[config.mk]
export PLATFORM = sky130hd
export DESIGN_NAME = pc_branch_unit_flat
export DESIGN_NICKNAME = d
export VERILOG_FILES = /design/src/rtl/pc_branch_unit_if.sv /design/src/rtl/pc_branch_unit.sv /design/src/flat_wrapper.sv
export SDC_FILE = /design/constraint.sdc
export NUM_CORES = 1
export LEC_CHECK = 0
export ABC_AREA = 1
export BUFFER_PORTS_ARGS = -buffer_cell sky130_fd_sc_hd__buf_2
export CAP_MARGIN = 40
export CORE_ASPECT_RATIO = 0.8
export CORE_MARGIN = 4
export CORE_UTILIZATION = 57
export CTS_CLUSTER_SIZE = 28
export DETAILED_ROUTE_END_ITERATION = 6
export HOLD_SLACK_MARGIN = 0.02
export PLACE_DENSITY = 0.79
export SLEW_MARGIN = 20
export SYNTH_ARGS = -nofsm -noshare
export SYNTH_HDL_FRONTEND = slang
export SYNTH_SLANG_ARGS = --single-unit
[constraint.sdc]
create_clock -name clock -period 3 [get_ports clock]
set_input_delay 0.45 -clock clock [delete_from_list [all_inputs] [get_ports clock]]
set_output_delay 0.45 -clock clock [all_outputs]
set_load 0.01 [all_outputs]
[src/rtl/pc_branch_unit_if.sv]
// Control-flow bundle between the decode/execute stage and the PC/branch unit.
// Carries the comparator flags, branch/jump controls, operands and the PC/trap results.
// master: the stage supplying controls and consuming the PC; slave: pc_branch_unit.
interface pc_branch_unit_if #(
  parameter int DATA_W = 32
);
  // comparator flags for the current instruction
  logic              EQ;
  logic              NE;
  logic              LT;
  logic              LTU;
  logic              GE;
  logic              GEU;
  // branch / jump controls and operands
  logic              BranchControl;
  logic [2:0]        PCBranchType;
  logic [1:0]        JumpType;
  logic [DATA_W-1:0] BranchOffset;
  logic [DATA_W-1:0] JumpBase;
  logic              Stall;
  logic              TrapReturn;
  // results
  logic [DATA_W-1:0] ProgAddr;
  logic [DATA_W-1:0] LinkAddr;
  logic              Taken;
  logic              MisalignTrap;
  logic [DATA_W-1:0] BadAddr;
  logic [DATA_W-1:0] EPC;

  modport master (
    output EQ, NE, LT, LTU, GE, GEU,
    output BranchControl, PCBranchType, JumpType, BranchOffset, JumpBase,
    output Stall, TrapReturn,
    input  ProgAddr, LinkAddr, Taken, MisalignTrap, BadAddr, EPC
  );

  modport slave (
    input  EQ, NE, LT, LTU, GE, GEU,
    input  BranchControl, PCBranchType, JumpType, BranchOffset, JumpBase,
    input  Stall, TrapReturn,
    output ProgAddr, LinkAddr, Taken, MisalignTrap, BadAddr, EPC
  );
endinterface

[src/rtl/pc_branch_unit.sv]
// Program counter with conditional branch, JAL/JALR redirect, misaligned-target trap and trap return.
// Latency: ProgAddr/EPC/BadAddr/MisalignTrap update one clock after the controls; LinkAddr and Taken are combinational.
// Ports: clock, reset (sync, active-high), bus (slave side of pc_branch_unit_if). Stall freezes all state for the cycle.
module pc_branch_unit #(
  parameter int                DATA_W       = 32,
  parameter logic [DATA_W-1:0] RESET_VECTOR = '0,
  parameter logic [DATA_W-1:0] TRAP_VECTOR  = DATA_W'(32'h100)
) (
  input  logic            clock,
  input  logic            reset,
  pc_branch_unit_if.slave bus
);

  // branch codes follow the RISC-V funct3 encoding; 3'b010/3'b011 are undefined
  localparam logic [2:0] BR_BEQ  = 3'b000;
  localparam logic [2:0] BR_BNEQ = 3'b001;
  localparam logic [2:0] BR_BLT  = 3'b100;
  localparam logic [2:0] BR_BGE  = 3'b101;
  localparam logic [2:0] BR_BLTU = 3'b110;
  localparam logic [2:0] BR_BGEU = 3'b111;

  localparam logic [1:0] JT_JAL  = 2'b01;
  localparam logic [1:0] JT_JALR = 2'b10;

  localparam logic [DATA_W-1:0] PC_STEP = DATA_W'(4);

  logic [DATA_W-1:0] pc_q,   pc_d;
  logic [DATA_W-1:0] epc_q,  epc_d;
  logic [DATA_W-1:0] bad_q,  bad_d;
  logic              trap_q, trap_d;

  logic              cond;
  logic              branch_taken;
  logic              is_jal;
  logic              is_jalr;
  logic              taken;
  logic              misalign;
  logic [DATA_W-1:0] pc_plus4;
  logic [DATA_W-1:0] jalr_sum;
  logic [DATA_W-1:0] target;

  always_comb begin
    cond = 1'b0;
    case (bus.PCBranchType)
      BR_BEQ:  cond = bus.EQ;
      BR_BNEQ: cond = bus.NE;
      BR_BLT:  cond = bus.LT;
      BR_BGE:  cond = bus.GE;
      BR_BLTU: cond = bus.LTU;
      BR_BGEU: cond = bus.GEU;
      default: cond = 1'b0;
    endcase
  end

  assign branch_taken = bus.BranchControl & cond;
  assign is_jal       = (bus.JumpType == JT_JAL);
  assign is_jalr      = (bus.JumpType == JT_JALR);
  // a jump always redirects, so it wins over any branch decision
  assign taken        = is_jal | is_jalr | branch_taken;

  assign pc_plus4 = pc_q + PC_STEP;
  assign jalr_sum = bus.JumpBase + bus.BranchOffset;
  assign target   = is_jalr ? {jalr_sum[DATA_W-1:1], 1'b0} : (pc_q + bus.BranchOffset);
  assign misalign = taken & (target[1:0] != 2'b00);

  always_comb begin
    pc_d   = pc_q;
    epc_d  = epc_q;
    bad_d  = bad_q;
    trap_d = 1'b0;
    if (!bus.Stall) begin
      if (bus.TrapReturn) begin
        // trap return wins over a faulting target; the saved context is kept
        pc_d = epc_q;
      end else if (misalign) begin
        pc_d   = TRAP_VECTOR;
        epc_d  = pc_q;
        bad_d  = target;
        trap_d = 1'b1;
      end else if (taken) begin
        pc_d = target;
      end else begin
        pc_d = pc_plus4;
      end
    end
  end

  always_ff @(posedge clock) begin
    if (reset) begin
      pc_q   <= RESET_VECTOR;
      epc_q  <= '0;
      bad_q  <= '0;
      trap_q <= 1'b0;
    end else begin
      pc_q   <= pc_d;
      epc_q  <= epc_d;
      bad_q  <= bad_d;
      trap_q <= trap_d;
    end
  end

  assign bus.ProgAddr     = pc_q;
  assign bus.LinkAddr     = pc_plus4;
  assign bus.Taken        = taken;
  assign bus.MisalignTrap = trap_q;
  assign bus.BadAddr      = bad_q;
  assign bus.EPC          = epc_q;

endmodule

[src/flat_wrapper.sv]
// flat-port wrapper written by rule: the top's interface ports become plain ports
module pc_branch_unit_flat 
#(
  parameter int                DATA_W       = 32,
  parameter logic [DATA_W-1:0] RESET_VECTOR = '0,
  parameter logic [DATA_W-1:0] TRAP_VECTOR  = DATA_W'(32'h100)
)
  (clock, reset, bus_EQ, bus_NE, bus_LT, bus_LTU, bus_GE, bus_GEU, bus_BranchControl, bus_PCBranchType, bus_JumpType, bus_BranchOffset, bus_JumpBase, bus_Stall, bus_TrapReturn, bus_ProgAddr, bus_LinkAddr, bus_Taken, bus_MisalignTrap, bus_BadAddr, bus_EPC);
  pc_branch_unit_if #(.DATA_W(DATA_W)) bus_i ();
  input  logic clock;
  input  logic reset;
  input wire logic [$bits(bus_i.EQ)-1:0] bus_EQ;
  input wire logic [$bits(bus_i.NE)-1:0] bus_NE;
  input wire logic [$bits(bus_i.LT)-1:0] bus_LT;
  input wire logic [$bits(bus_i.LTU)-1:0] bus_LTU;
  input wire logic [$bits(bus_i.GE)-1:0] bus_GE;
  input wire logic [$bits(bus_i.GEU)-1:0] bus_GEU;
  input wire logic [$bits(bus_i.BranchControl)-1:0] bus_BranchControl;
  input wire logic [$bits(bus_i.PCBranchType)-1:0] bus_PCBranchType;
  input wire logic [$bits(bus_i.JumpType)-1:0] bus_JumpType;
  input wire logic [$bits(bus_i.BranchOffset)-1:0] bus_BranchOffset;
  input wire logic [$bits(bus_i.JumpBase)-1:0] bus_JumpBase;
  input wire logic [$bits(bus_i.Stall)-1:0] bus_Stall;
  input wire logic [$bits(bus_i.TrapReturn)-1:0] bus_TrapReturn;
  output wire logic [$bits(bus_i.ProgAddr)-1:0] bus_ProgAddr;
  output wire logic [$bits(bus_i.LinkAddr)-1:0] bus_LinkAddr;
  output wire logic [$bits(bus_i.Taken)-1:0] bus_Taken;
  output wire logic [$bits(bus_i.MisalignTrap)-1:0] bus_MisalignTrap;
  output wire logic [$bits(bus_i.BadAddr)-1:0] bus_BadAddr;
  output wire logic [$bits(bus_i.EPC)-1:0] bus_EPC;
  assign bus_i.EQ = bus_EQ;
  assign bus_i.NE = bus_NE;
  assign bus_i.LT = bus_LT;
  assign bus_i.LTU = bus_LTU;
  assign bus_i.GE = bus_GE;
  assign bus_i.GEU = bus_GEU;
  assign bus_i.BranchControl = bus_BranchControl;
  assign bus_i.PCBranchType = bus_PCBranchType;
  assign bus_i.JumpType = bus_JumpType;
  assign bus_i.BranchOffset = bus_BranchOffset;
  assign bus_i.JumpBase = bus_JumpBase;
  assign bus_i.Stall = bus_Stall;
  assign bus_i.TrapReturn = bus_TrapReturn;
  assign bus_ProgAddr = bus_i.ProgAddr;
  assign bus_LinkAddr = bus_i.LinkAddr;
  assign bus_Taken = bus_i.Taken;
  assign bus_MisalignTrap = bus_i.MisalignTrap;
  assign bus_BadAddr = bus_i.BadAddr;
  assign bus_EPC = bus_i.EPC;
  pc_branch_unit #(.DATA_W(DATA_W), .RESET_VECTOR(RESET_VECTOR), .TRAP_VECTOR(TRAP_VECTOR)) u_core (.clock(clock), .reset(reset), .bus(bus_i));
endmodule
==> results.txt, run 1 <==
The share of the yosys chip area belonging to registers is 0.197, and the placeable core region is 16800 sq um. The synthesized-area fraction occupied by xor and xnor cells was 0.0240. The depth of the CTS H-tree was 3; the post-route worst hold slack was 457 ps. Setup violations remaining at the end of the flow were counted as 0. The logs give 0 for the number of maximum-capacitance violations and 9.28 ps for the clock skew.

Vias per cell: 5.47. For the maximum achievable frequency, the log shows 354 MHz. In this run the static leakage power is 6.62 nW.

Of all cell types, the one taking the most synthesized area is sky130_fd_sc_hd__nand2_1. The worst flop-to-flop path endpoint is u_core.bus.BadAddr[19]. Along the worst path, the maximum fanout reaches 6. The peak ir drop on the vdd network was 307 uV. The adder-cell area share of the yosys netlist was 0.0842; the count of antenna diodes in the layout was 0. Aggregate global routing overflow: 0.

TritonCTS built the clock tree. Number of global-route vias before repair: 10400. The number of synthesized register bits came out at 97. Synthesis handed over a netlist of 1792 instances. The startpoint identified for the worst register-to-register timing path is u_core.bus.ProgAddr[0]. The number of antenna violations at the first check in global routing was 0; the slack of the worst reg-to-reg path was 370 ps. In this run the tool buffered the top-level ports with 209 buffer cells. The tools report the endpoint of the worst hold path as u_core.bus.ProgAddr[8]. Once the clock tree was built, the resizer swapped 0 gates to a different size. The min-delay analysis places its worst path in the category in2reg.

The basic-gate share of the synthesized area counting and, or, nand and nor cells was 0.406. The family of cells with the greatest summed delay on the critical path was simple AND/OR/NAND/NOR gates. The first global-routing pass estimated 55300 microns of wire.

The tools report the final number of hold-violating endpoints as 0. In the routed design, unresolved DRC markers number 0. The critical path class was reg2out. After detailed routing, the total wire length is 35000 microns.

Synthesis produced a netlist with a net count of 1937. Yosys attributes the largest share of cell area to sky130_fd_sc_hd__nand2_1 25%, sky130_fd_sc_hd__dfxtp_1 20%, sky130_fd_sc_hd__inv_1 11%. The synthesized netlist occupies a cell area of 9840 sq um.

The largest single stage delay on the critical path is 510 ps. The number of buffers and inverters on the critical path is 3. The required time reported for the critical path endpoint was 2550 ps; the width of the die was 155 microns.

Buffers inserted to repair hold after CTS numbered 0. The routed layout has 12000 vias. Entering global routing, the biggest net connects 69 pins. The buffer depth of the longest clock path was 2; the chip height was 126 microns. The async set-or-reset flop fraction in the synthesized netlist is 0, and the number of enable flip-flop cells after synthesis is 0. The worst setup path is captured at a primary output. The share of synthesized area spent on multiplexers is 0.00203. The clock latency reported for the late side of the worst-skew pair was 350 ps; the share of cells above drive strength 1 was 0.140. The number of sinks handled by clock tree synthesis came out at 97. The area fraction in compound gates after synthesis was 0.148.

The flow ran to the end, and the final reports show no timing, DRC or antenna violations. The minimum period implied by the final worst setup slack came out at 2820 ps. The number of cells on the worst reg-to-reg path is 10. The ratio of final minimum period to clock period works out to 0.941. The post-synthesis to final-layout area growth is 15.2%. The startpoint kind of the worst setup timing path was a register. In this run, CTS created clock tree buffers numbering 9.

The initialized floorplan defines 42 standard-cell rows. The power per cell area works out to 375 nW/um^2. The run gives 28000 microns as the HPWL reported at the end of detailed placement. The synthesized area divided by synthesized cell count came out at 5.49 sq um. After clock tree synthesis, the clock-pin slew on the worst setup and hold paths is 80 ps.

Registers take 1940 sq um. The first detailed-routing pass ran for 7 iterations. The residual antenna-violating net count after detailed routing is 0. After synthesis, the largest family of logic cells by area is simple AND/OR/NAND/NOR gates. The routability-driven placement congestion ratio came out at 0.994. The number of setup buffers added after CTS is 0. The die covers 19400 sq um. After filler insertion, the fill cell instance count of the layout stands at 1673. The cell count of the worst hold path works out to 4. The most common cell after layout, fill and taps aside was sky130_fd_sc_hd__nand2_1. Starting DRC count in detailed routing: 1316. For the data arrival time of the critical path, the log shows 2370 ps. The number of nets in the final layout is 2120, and the number of warnings reported in the yosys synthesis log is 0.

The netlist uses 46 different library cells. The sum of negative setup slack was 0 ps; the area of the multi-input gates was 6540 sq um. Walking the worst path, the cells encountered are inv_1 -> nor3_2 -> nand2_1 -> nor2_1 -> nand2_1 -> xor2_1 -> inv_1 -> buf_2. The top-area cell type share of the netlist area is 0.247.

The global-route total usage across every layer was 0.347. In the synthesized netlist the dominant register cell turns out to be sky130_fd_sc_hd__dfxtp_1. Setup repair after global routing left no endpoint under its margin. CTS placed an instance of sky130_fd_sc_hd__clkbuf_16 at the clock tree root.

The launch instance of the worst min-delay path is bus_TrapReturn. During I/O placement, the number of pins put on the boundary was 210. Dividing the detail-routed wire length by the instance count gives 15.9 microns.

In the layout the commonest cells are 648 x sky130_fd_sc_hd__nand2_1, 291 x sky130_fd_sc_hd__inv_1, 209 x sky130_fd_sc_hd__buf_2, 184 x sky130_fd_sc_hd__a21oi_1, 139 x sky130_fd_sc_hd__nor2_1. For the pin with the worst max-slew slack, the measured transition is 621 ps. The cell with the biggest individual delay on the critical path is sky130_fd_sc_hd__dfxtp_1. For the final count of pins violating max slew, the log shows 0.

The max-slew headroom at the worst pin was 0.584. Starting utilization of the core area: 0.587.
-- sequential cells by signal, indices dropped and copies added, names as in the netlist --
| signal | cells |
|---|---|
| u_core.bus.ProgAddr | 32 |
| u_core.bus.MisalignTrap | 1 |
| u_core.bus.EPC | 32 |
| u_core.bus.BadAddr | 32 |
-- cells in the mapped netlist (3+ instances only) --
| master | n |
|---|---|
| sky130_fd_sc_hd__nand2_2 | 3 |
| sky130_fd_sc_hd__nand4_1 | 11 |
| sky130_fd_sc_hd__nor2_1 | 139 |
| sky130_fd_sc_hd__clkbuf_2 | 3 |
| sky130_fd_sc_hd__buf_1 | 3 |
| sky130_fd_sc_hd__nor3_2 | 4 |
| sky130_fd_sc_hd__buf_2 | 13 |
| sky130_fd_sc_hd__nand3_1 | 114 |
| sky130_fd_sc_hd__and3_1 | 3 |
| sky130_fd_sc_hd__ha_1 | 63 |
| sky130_fd_sc_hd__inv_1 | 291 |
| sky130_fd_sc_hd__a21oi_1 | 184 |
| sky130_fd_sc_hd__xor2_1 | 14 |
| sky130_fd_sc_hd__inv_2 | 3 |
| sky130_fd_sc_hd__nor3_1 | 19 |
| sky130_fd_sc_hd__o21ai_0 | 73 |
| sky130_fd_sc_hd__buf_6 | 3 |
| sky130_fd_sc_hd__nand2_1 | 648 |
| sky130_fd_sc_hd__o21bai_1 | 4 |
| sky130_fd_sc_hd__o21ai_1 | 9 |
| sky130_fd_sc_hd__dfxtp_1 | 97 |
| sky130_fd_sc_hd__nand3b_1 | 3 |
| sky130_fd_sc_hd__clkbuf_1 | 26 |
| sky130_fd_sc_hd__xnor2_1 | 13 |
| sky130_fd_sc_hd__or2_2 | 17 |
| sky130_fd_sc_hd__buf_4 | 5 |
-- metrics by stage --
stage                util  instance area [sq um]  cells  setup WS [ps]  power, mW
CTS                 0.676                  11300   2200            244       4.20
finish              0.676                  11300   2200            177       4.25
detailed placement  0.659                  11000   2184            307       3.09
floorplan               -                   9840   1792            776       2.55
global placement    0.659                  11000   2184            387       3.07
global route        0.676                  11300   2200           49.8       4.50
-- metal layers --
layer | wire length (microns) | vias to the layer above | track usage
met4 | 1040 | 0 | 0.104
met1 | 15700 | 5319 | 0.511
met2 | 14800 | 653 | 0.523
li1 | - | 5982 | -
met3 | 3530 | 77 | 0.0501
met5 | 0 | - | 0
-- tightest hold or removal path, stage by stage --
cell and delay [ps]:
sky130_fd_sc_hd__buf_2 100, sky130_fd_sc_hd__inv_2 70, sky130_fd_sc_hd__nand2_1 80, sky130_fd_sc_hd__a31oi_1 70
-- power breakdown --
group | switching [mW] | internal (mW) | total (mW) | leakage, nW
Combinational | 1.09 | 0.557 | 1.65 | 5.69
Sequential | 0.106 | 1.36 | 1.46 | 0.792
Clock | 0.560 | 0.579 | 1.14 | 0.136
Total | 1.76 | 2.49 | 4.25 | 6.62
-- layout make-up --
| type | instances | share of cell area |
|---|---|---|
| multi-input combinational | 1348 | 0.577 |
| sequential | 97 | 0.171 |
| timing repair buffer | 225 | 0.105 |
| inverter | 294 | 0.0974 |
| tap | 220 | 0.0243 |
| clock buffer | 9 | 0.0199 |
| clock inverter | 7 | 0.00530 |
-- cells by family (layout without fill, tap and decap cells) --
kind of cell | Yosys count | count (layout)
compound gates | 282 | 282
xor+xnor | 27 | 27
buf+inv | 347 | 535
simple gates | 972 | 972
flops | 97 | 97
mux | 2 | 2
fa+ha+maj | 65 | 65
-- worst max path at each step --
| stage | startpoint | depth (start not counted) | end | slack [ps] |
|---|---|---|---|---|
| detailed placement | bus_BranchOffset[0] | 11 | u_core.bus.BadAddr[19] | 310 |
| global placement | bus_BranchOffset[0] | 16 | u_core.bus.ProgAddr[20] | 390 |
| CTS | u_core.bus.ProgAddr[3] | 11 | bus_LinkAddr[24] | 240 |
| global route | u_core.bus.ProgAddr[3] | 11 | bus_LinkAddr[26] | 50 |
| floorplan | bus_BranchOffset[0] | 13 | u_core.bus.BadAddr[14] | 780 |
| finish | u_core.bus.ProgAddr[7] | 8 | bus_LinkAddr[29] | 180 |
Power figures use the tool's default switching activity.
==> run 2, diff against run 1 <==
Settings changed: SETUP_SLACK_MARGIN set to 0.4.
==> results.txt, run 2 (synthesized netlist as in run 1, its figures left out) <==
The most common cell after layout, fill and taps aside was sky130_fd_sc_hd__nand2_1. The run finished with clean final reports. For the routed length on met3, the log shows 3810 microns (+8.0%). The tools report the starting DRC count in detailed routing as 1502 (+14%). Type of element capturing the critical path: a primary output.

Count of endpoints failing setup in the final report: 0 (unchanged). The sum of negative setup slack came out at 0 ps (unchanged). Proportion of total power due to net switching: 0.414 (+0.000439). The quantity of I/O buffers inserted on ports is 209 (unchanged).

The worst setup path is of the reg2out kind. The tools report the number of sinks handled by clock tree synthesis as 97 (unchanged). The internal cell power is 2.51 mW (+0.54%). The clock latency reported for the late side of the worst-skew pair is 350 ps (about the same), and the minimum period implied by the final worst setup slack is 2570 ps (-253 ps).

The number of antenna violations at the first check in global routing was 0 (unchanged); the row count was 42 (unchanged). The width of the die is 155 microns (unchanged). Count of hold-fix buffers inserted at cts: 0 (unchanged). The run gives 2 (unchanged) as the buffer depth of the longest clock path.

Starting utilization of the core area: 0.587 (unchanged). Routed length per placed instance: 16.2 microns (+1.9%). In this run the worst setup path terminates at bus_LinkAddr[29]. The run gives 0.346 (-0.000361) as the global-route total usage across every layer. The run gives 2550 ps (about the same) as the required time reported for the critical path endpoint. Clock skew: 9.01 ps (-0.279 ps). Pin count of the biggest net entering global routing: 69 (unchanged). The count of antenna diodes in the layout is 0 (unchanged), and the met1 wire length is 15700 microns (+0.36%). The tree is rooted in a sky130_fd_sc_hd__clkbuf_16.

The CTS buffer count was 9 (unchanged). Startpoint kind of the worst setup timing path: a register. Setup repair after global routing could not meet its margin everywhere.

The biggest fanout along the worst timing path came out at 6 (unchanged). TritonCTS built the clock tree. The final count of pins violating max slew is 0 (unchanged). The total net switching power is 1.77 mW (+0.72%), and the final number of hold-violating endpoints is 0 (unchanged). The power share of the combinational group came out at 0.392 (+0.004). The vias per cell works out to 5.48 (+0.27%). The logs give 0.610 (+0.0254) for the max-slew headroom at the worst pin and 580 ps (+210 ps) for the slack of the worst reg-to-reg path. The logic depth of the worst register-to-register path was 10 (unchanged); the clock group share of total power was 0.265 (-0.003). First-pass GRT wire length: 55300 microns (-0.11%).

The run gives 2125 (+0.24%) as the number of nets in the final layout. Tracing the worst setup path back leads to its startpoint at u_core.bus.ProgAddr[8]. Data arrival time of the critical path: 2120 ps (-250 ps). The power per cell area works out to 372 nW/um^2 (-0.96%). The placeable core region was 16800 sq um (unchanged); the clock slew seen by the registers of the worst setup and hold paths was 70 ps (about the same). Via count: 12100 (+0.50%).

Depth of the CTS H-tree: 3 (unchanged). The run gives 19400 sq um (unchanged) as the die outline area. The run gives 0 (unchanged) as the number of maximum-capacitance violations. The static power due to leakage is 6.69 nW (+0.98%), and the ratio of final minimum period to clock period is 0.857 (-0.0845). In the layout the commonest cells are 646 x sky130_fd_sc_hd__nand2_1, 291 x sky130_fd_sc_hd__inv_1, 209 x sky130_fd_sc_hd__buf_2, 184 x sky130_fd_sc_hd__a21oi_1, 132 x sky130_fd_sc_hd__nor2_1. For the peak ir drop on the vdd network, the log shows 308 uV (+0.17%). The post-route total power was 4.28 mW (+0.62%). Power share of the sequential group: 0.343 (about the same). The number of global-route vias before repair is 10400 (-0.28%), and the aggregate global routing overflow is 0 (unchanged). The tools report the residual antenna-violating net count after detailed routing as 0 (unchanged).

The post-synthesis to final-layout area growth is 17.0%, and the chip height is 126 microns (unchanged). The routability-driven placement congestion ratio was 0.994 (unchanged). The logs give 15300 microns (+3.4%) for the total met2 wirelength after detailed routing and 389 MHz (+9.9%) for the maximum achievable frequency. The total wirelength of the detailed-routed design is 35700 microns (+2.1%), and the number of detailed-routing iterations run before antenna repair is 7 (unchanged). The tools report the count of unresolved DRC violations after routing as 0 (unchanged).

The min-delay analysis places its worst path in the category reg2reg. The startpoint identified for the worst register-to-register timing path is u_core.bus.ProgAddr[0]. The endpoint identified for the worst register-to-register timing path is u_core.bus.EPC[10]. For the HPWL reported at the end of detailed placement, the log shows 28000 microns (unchanged). The share of cells above drive strength 1 came out at 0.160 (+0.0198). The detailed router used layers up to and including met4. The slew of the pin with the lowest slew margin came out at 585 ps (-35.9 ps). I/O pin count: 210 (unchanged).
-- run 2: cell count changes in the layout (fill, tap and decap cells not counted), moves of 4 or more --
cell                      delta
sky130_fd_sc_hd__buf_4       +4
sky130_fd_sc_hd__dfxtp_1    -20
sky130_fd_sc_hd__dfxtp_2    +17
sky130_fd_sc_hd__nor2_1      -7
sky130_fd_sc_hd__nor2_2      +6
-- run 2: per-stage QoR --
stage / utilization / setup slack [ps] / hold slack [ps] / area (sq um) / cells
2_1_floorplan: - / 776 / 483 / 9840 / 1792
3_3_place_gp: 0.659 / 387 / 450 / 11000 / 2184
3_5_place_dp: 0.659 / 307 / 451 / 11000 / 2184
4_1_cts: 0.678 / 410 / 449 / 11400 / 2200
5_1_grt: 0.687 / 349 / 477 / 11500 / 2205
6_report: 0.687 / 430 / 465 / 11500 / 2205
-- run 2: critical path: stages (launching register included) --
cell and delay [ps]:
sky130_fd_sc_hd__dfxtp_2 430, sky130_fd_sc_hd__inv_1 180, sky130_fd_sc_hd__nor3_4 300, sky130_fd_sc_hd__nand2_1 130
sky130_fd_sc_hd__nor2_2 190, sky130_fd_sc_hd__nand2_1 120, sky130_fd_sc_hd__xor2_1 210, sky130_fd_sc_hd__inv_1 60
sky130_fd_sc_hd__buf_2 140
-- run 2: cell type report --
cell class / count / area, sq um
multi-input cells: 1348 / 6630
inverters: 294 / 1110
clock inverters: 7 / 60.1
flip-flops and latches: 97 / 1970
well taps: 220 / 275
clock buffers: 9 / 225
repair buffers: 230 / 1250
fillers: 1638 / 5250
-- run 2: worst min-delay path by stage --
stage	from	slack, ps	cells after the start	to
2_1_floorplan	u_core.bus.EPC[7]	480	2	u_core.bus.EPC[7]
3_3_place_gp	u_core.bus.BadAddr[6]	450	2	u_core.bus.BadAddr[6]
3_5_place_dp	u_core.bus.BadAddr[10]	450	2	u_core.bus.BadAddr[10]
4_1_cts	bus_TrapReturn	450	4	u_core.bus.ProgAddr[8]
5_1_grt	u_core.bus.BadAddr[10]	480	2	u_core.bus.BadAddr[10]
6_report	u_core.bus.BadAddr[10]	460	2	u_core.bus.BadAddr[10]
-- run 2: per-layer routing --
metal	GRT usage	up-vias
met5	0	-
met4	0.105	0
met3	0.0501	75
met2	0.521	708
met1	0.511	5321
li1	-	5987
-- run 2: power groups by stage --
stage	Combinational [mW]	Sequential, mW	Clock (mW)
finish	1.68	1.47	1.13
global route	1.86	1.47	1.19
CTS	1.62	1.46	1.13
detailed placement	1.61	1.49	0
global placement	1.58	1.49	0
floorplan	1.07	1.48	0
-- run 2: repair_timing --
item,in CTS,in global routing
cloned,0,1
setup endpoints to repair,15,108
pin swaps,0,3
buffers inserted,0,4
resized for setup,12,34
endpoints found under the hold margin,0,0
